File: src/rtl/otter_io_pkg.sv
// rtl/otter_io_pkg.sv - OTTER IOBUS address map and interrupt status bit layout
package otter_io_pkg;

    localparam logic [31:0] IO_SW_ADDR    = 32'h1100_0000;
    localparam logic [31:0] IO_BTN_ADDR   = 32'h1100_0020;
    localparam logic [31:0] IO_LED_ADDR   = 32'h1100_0040;
    localparam logic [31:0] IO_TCTL_ADDR  = 32'h1100_0060;
    localparam logic [31:0] IO_TPER_ADDR  = 32'h1100_0064;
    localparam logic [31:0] IO_TCNT_ADDR  = 32'h1100_0068;
    localparam logic [31:0] IO_ISTAT_ADDR = 32'h1100_006C;
    localparam logic [31:0] IO_IMASK_ADDR = 32'h1100_0070;

    localparam int TMR_PEND_BIT = 0;
    localparam int BTN_PEND_LSB = 1;

endpackage

File: src/rtl/otter_btn_debounce.sv
// rtl/otter_btn_debounce.sv - one-bit button synchroniser and stability-count debouncer
module otter_btn_debounce #(
    parameter int DEBOUNCE_CYCLES = 8
) (
    input  logic clk,
    input  logic rst_n,
    input  logic btn_raw,
    output logic btn_level,
    output logic btn_rise
);

    localparam int CW = (DEBOUNCE_CYCLES > 2) ? $clog2(DEBOUNCE_CYCLES) : 1;
    localparam logic [CW-1:0] CNT_MAX = CW'(DEBOUNCE_CYCLES - 1);

    logic          sync_1;
    logic          sync_2;
    logic [CW-1:0] stable_cnt;
    logic          differs;
    logic          settle;

    assign differs  = (sync_2 != btn_level);
    assign settle   = differs && (stable_cnt == CNT_MAX);
    // Pulse is valid in the cycle whose edge commits the new high level.
    assign btn_rise = settle && sync_2;

    always_ff @(posedge clk or negedge rst_n) begin
        if (!rst_n) begin
            sync_1     <= 1'b0;
            sync_2     <= 1'b0;
            stable_cnt <= '0;
            btn_level  <= 1'b0;
        end else begin
            sync_1 <= btn_raw;
            sync_2 <= sync_1;
            if (!differs) begin
                stable_cnt <= '0;
            end else if (settle) begin
                stable_cnt <= '0;
                btn_level  <= sync_2;
            end else begin
                stable_cnt <= stable_cnt + 1'b1;
            end
        end
    end

endmodule

File: src/rtl/otter_io_intr_ctrl.sv
// rtl/otter_io_intr_ctrl.sv - OTTER memory-mapped switches/LEDs/buttons/timer with merged interrupt
module otter_io_intr_ctrl #(
    parameter int SW_WIDTH        = 16,
    parameter int LED_WIDTH       = 16,
    parameter int BTN_WIDTH       = 4,
    parameter int DEBOUNCE_CYCLES = 8
) (
    input  logic                 CLK,
    input  logic                 RST_N,
    input  logic [31:0]          IOBUS_ADDR,
    input  logic [31:0]          IOBUS_OUT,
    input  logic                 IOBUS_WR,
    output logic [31:0]          IOBUS_IN,
    output logic                 INTR,
    input  logic [SW_WIDTH-1:0]  SWITCHES,
    input  logic [BTN_WIDTH-1:0] BUTTONS,
    output logic [LED_WIDTH-1:0] LEDS
);
    import otter_io_pkg::*;

    localparam int IW = BTN_WIDTH + 1;

    logic [SW_WIDTH-1:0]  sw_sync_1;
    logic [SW_WIDTH-1:0]  sw_sync_2;
    logic [BTN_WIDTH-1:0] btn_level;
    logic [BTN_WIDTH-1:0] btn_rise;
    logic                 tmr_en;
    logic [31:0]          tper;
    logic [31:0]          tcnt;
    logic [IW-1:0]        istat;
    logic [IW-1:0]        imask;
    logic [IW-1:0]        istat_set;
    logic [IW-1:0]        istat_clr;
    logic                 wr_led, wr_tctl, wr_tper, wr_istat, wr_imask;
    logic                 tmr_run, tmr_wrap;

    genvar g;
    generate
        for (g = 0; g < BTN_WIDTH; g++) begin : g_btn
            otter_btn_debounce #(.DEBOUNCE_CYCLES(DEBOUNCE_CYCLES)) u_db (
                .clk      (CLK),
                .rst_n    (RST_N),
                .btn_raw  (BUTTONS[g]),
                .btn_level(btn_level[g]),
                .btn_rise (btn_rise[g])
            );
        end
    endgenerate

    assign wr_led   = IOBUS_WR && (IOBUS_ADDR == IO_LED_ADDR);
    assign wr_tctl  = IOBUS_WR && (IOBUS_ADDR == IO_TCTL_ADDR);
    assign wr_tper  = IOBUS_WR && (IOBUS_ADDR == IO_TPER_ADDR);
    assign wr_istat = IOBUS_WR && (IOBUS_ADDR == IO_ISTAT_ADDR);
    assign wr_imask = IOBUS_WR && (IOBUS_ADDR == IO_IMASK_ADDR);

    // A period write restarts the count, so it also suppresses a wrap on that edge.
    assign tmr_run  = tmr_en && (tper != 32'd0) && !wr_tper;
    assign tmr_wrap = tmr_run && (tcnt == tper - 32'd1);

    always_comb begin
        istat_set = '0;
        istat_set[TMR_PEND_BIT] = tmr_wrap;
        istat_set[BTN_PEND_LSB +: BTN_WIDTH] = btn_rise;
        istat_clr = wr_istat ? IOBUS_OUT[IW-1:0] : '0;
    end

    always_ff @(posedge CLK or negedge RST_N) begin
        if (!RST_N) begin
            sw_sync_1 <= '0;
            sw_sync_2 <= '0;
            LEDS      <= '0;
            tmr_en    <= 1'b0;
            tper      <= '0;
            tcnt      <= '0;
            istat     <= '0;
            imask     <= '0;
            INTR      <= 1'b0;
        end else begin
            sw_sync_1 <= SWITCHES;
            sw_sync_2 <= sw_sync_1;
            if (wr_led)   LEDS   <= IOBUS_OUT[LED_WIDTH-1:0];
            if (wr_tctl)  tmr_en <= IOBUS_OUT[0];
            if (wr_imask) imask  <= IOBUS_OUT[IW-1:0];
            if (wr_tper) begin
                tper <= IOBUS_OUT;
                tcnt <= '0;
            end else if (tmr_wrap) begin
                tcnt <= '0;
            end else if (tmr_run) begin
                tcnt <= tcnt + 32'd1;
            end
            // Set after clear so an event on the clearing edge is kept.
            istat <= (istat & ~istat_clr) | istat_set;
            INTR  <= |(istat & imask);
        end
    end

    always_comb begin
        IOBUS_IN = 32'd0;
        case (IOBUS_ADDR)
            IO_SW_ADDR:    IOBUS_IN[SW_WIDTH-1:0]  = sw_sync_2;
            IO_BTN_ADDR:   IOBUS_IN[BTN_WIDTH-1:0] = btn_level;
            IO_LED_ADDR:   IOBUS_IN[LED_WIDTH-1:0] = LEDS;
            IO_TCTL_ADDR:  IOBUS_IN[0]             = tmr_en;
            IO_TPER_ADDR:  IOBUS_IN                = tper;
            IO_TCNT_ADDR:  IOBUS_IN                = tcnt;
            IO_ISTAT_ADDR: IOBUS_IN[IW-1:0]        = istat;
            IO_IMASK_ADDR: IOBUS_IN[IW-1:0]        = imask;
            default:       IOBUS_IN                = 32'd0;
        endcase
    end

endmodule

File: config.mk
export PLATFORM = sky130hd
export DESIGN_NAME = otter_io_intr_ctrl
export DESIGN_NICKNAME = d
export VERILOG_FILES = /design/src/rtl/otter_io_pkg.sv /design/src/rtl/otter_btn_debounce.sv /design/src/rtl/otter_io_intr_ctrl.sv
export SDC_FILE = /design/constraint.sdc
export NUM_CORES = 1
export LEC_CHECK = 0
export CORE_MARGIN = 2
export CORE_UTILIZATION = 30
export DETAILED_ROUTE_END_ITERATION = 10
export SLEW_MARGIN = 20
export SYNTH_ARGS = -nofsm -noshare
export SYNTH_HDL_FRONTEND = slang
export SYNTH_SLANG_ARGS = --single-unit
File: constraint.sdc
create_clock -name CLK -period 7.2 [get_ports CLK]
set_input_delay 1.44 -clock CLK [delete_from_list [all_inputs] [get_ports CLK]]
set_output_delay 1.44 -clock CLK [all_outputs]
set_load 0.01 [all_outputs]
==> results.yml <==
run_status:
  outcome: "finished, final reports clean"
route:
  via_per_inst: 5.30
  drc: 0
  wl_microns: 22600
  drt_iter0_drc: 605
  route.detailed.wl_per_inst_microns: 17.8
  postRouteAntennaNets: 0
  dr.pass1.iters: 6
  vias: 6762
logic_synthesis:
  synth_mux_area_share_pct: 5.75
  synth_area_leaders: "dfrtp_1, nand2_1, xnor2_1"
  synth_top_family_by_area: "simple AND/OR/NAND/NOR gates"
  synth_top_cell_by_area: "dfrtp_1"
  postSynthCellCount: 825
  synth-async-reset-ratio_pct: 100
  ys_warn_count: 0
  synth_fa_ha_area_share_pct: 1.73
  synth_area_sq_mm: 0.00796
  synth-simple-area-share_pct: 23.6
  avgSynthCellArea_sq_um: 9.65
  synth_top_area_share_pct: 46.5
  synth_flop_cell: "dfrtp_1"
  synth-xor-area-share_pct: 4.84
  yosysSeqAreaShare_pct: 46.5
  synthDistinctLibCells: 75
  ys_ff_latch: 148
  synth_fp_nets: 923
  synth_compound_area_share_pct: 13.7
  synth_edf_count: 0
final_layout:
  fillers: 2574
  final_cell_mix: "nand2_1, dfrtp_1, clkdlybuf4s50_1"
  fin_util_pct: 38.9
  fin_cells: 1275
  final_common_cell: "nand2_1"
  antenna_cells: 0
  final_layout_size_suffix_gt1_share_pct: 10.1
  nNetsFinal: 1026
  syn_to_final_growth_pct: 27.5
setup_path:
  r2r_start: "tper[0]"
  critPathMaxFanout: 12
  arrival_ns: 4.82
  startpoint_type: "primary input"
  required_ns: 5.76
  startpoint: "IOBUS_ADDR[25]"
  criticalPathCategory: "in -> out"
  end_kind: "output pin"
worst_hold_path:
  min_path_type: "reg -> reg"
  holdCritStartpoint: "g_btn[3].u_db.sync_1"
grt:
  grt_max_degree: 76
  grt_use_total_pct: 16.2
  grt.overflow.total: 0
  antenna_found_initial: 0
  grt_pass1_wl_microns: 36500
  grt_pass1_vias: 6556
timing:
  hold_viol: 0
  final-max-slew-violation-count: 0
  finalCritPeriodShare_pct: 86.9
  whs_ns: 0.348
  rsz0062_at_grt: "false"
  finalCriticalPeriod_ns: 6.26
  slew_headroom_pct: 36.6
  finalSetupViolations: 0
  skew_ns: 0.00704
  fmax_mhz: 160
  tightest_slew_ns: 0.948
  tns_ns: 0
clocking:
  post_cts_buffers: 0
  clock_path_buffers: 2
  numCtsBuffers: 17
  cts-htree-levels: 4
  cts_sinks: 148
  clk_latency_ns: 0.42
  cts_tree: "yes"
  cts_resized: 0
  clk_pin_slew_worst_paths_ns: 0.06
  cts_root_buffer: "clkbuf_16"
  cts-hold-fix-buffers: 0
floorplanning:
  dieHeight_microns: 167
  core_sq_mm: 0.0261
  die_area_sq_mm: 0.0278
  ios: 136
  row_count: 59
  initial_core_util_pct: 30.5
  dieWidth_microns: 167
pwr:
  irDropWorstVdd_mv: 0.150
  power.density_mw_per_mm2: 196
  leakagePower_uw: 0.00437
  power_uw: 1990
placed_design:
  dp_hpwl_microns: 16200
  port_buffers: 135
  gp_congestion: 0.859
  placed_cells: 1244
flow_run:
  max_cap_viol_count: 0
worst paths after layout:
path,end,slack [ns],depth (start not counted)
hold reg to reg,g_btn[3].u_db.sync_2,0.35,0
setup reg to reg,tcnt[3],2.78,10
setup / recovery,IOBUS_IN[15],0.94,11
hold / removal,g_btn[3].u_db.sync_2,0.35,0
min in group asynchronous,tper[21],1.01,1
max in group asynchronous,tper[13],4.71,2
flip-flops by register name, summed over array words and instances, names as in the netlist:
register	flops
imask	5
INTR	1
tper	32
g_btn.u_db.sync_1	4
istat	5
tmr_en	1
sw_sync_2	16
tcnt	32
g_btn.u_db.sync_2	4
sw_sync_1	16
g_btn.u_db.stable_cnt	12
LEDS	16
g_btn.u_db.btn_level	4
power by group:
part | total [uW] | leakage [uW] | internal, uW | switching [uW]
clock | 925 | 0.000284 | 549 | 376
sequential | 914 | 0.00191 | 882 | 32.1
combinational | 147 | 0.00218 | 83.5 | 63.0
Yosys cell counts, types with 21 or more instances:
master and n:
a22o_1 24, clkbuf_1 46, dfrtp_1 148, mux2_2 22, mux2i_1 21, nand2_1 155
nand3_1 33, nor2_1 39, nor3_1 24, nor4_1 22, o21ai_0 23, xnor2_1 29
per-stage QoR:
stage	area (sq um)	setup slack, ns
detailed placement	9540	0.847
finish	10100	0.942
global route	10100	0.729
floorplan	7960	2.10
global placement	9540	0.867
CTS	10100	0.833
layer usage:
layer | up-vias | GRT usage (%) | share of wire [%]
li1 | 3194 | - | -
met1 | 3318 | 23.3 | 47
met3 | 15 | 3.61 | 6.3
met4 | 0 | 2.32 | 0.53
met2 | 235 | 25.7 | 46
met5 | - | 0 | 0
final cells by class:
| type | instances | area, sq um | area share (%) |
|---|---|---|---|
| flip-flops and latches | 148 | 3700 | 36.5 |
| repair buffers | 143 | 1410 | 13.9 |
| clock inverters | 13 | 174 | 1.71 |
| inverters | 14 | 52.6 | 0.518 |
| clock buffers | 18 | 429 | 4.23 |
| multi-input cells | 604 | 3960 | 39.0 |
| well taps | 335 | 419 | 4.13 |
kinds of logic (layout without fill, tap and decap cells):
logic type / Yosys count / count (layout)
AO/OA/AOI/OAI: 140 / 140
XOR/XNOR: 44 / 44
adder cells (fa/ha/maj): 11 / 11
buffers and inverters: 73 / 188
flip-flops: 148 / 148
multiplexers: 43 / 43
AND/OR/NAND/NOR: 366 / 366
worst max-delay path, stage by stage:
cell and delay [ns]:
clkdlybuf4s50_1 0.40, nor4b_1 0.39, and4_1 0.26, nand3_1 0.14
or4b_2 0.71, or3_1 0.36, nor2_1 0.11, buf_4 0.21
a222oi_1 0.11, nand2_1 0.14, clkdlybuf4s50_1 0.54
Power figures use the tool's default switching activity.
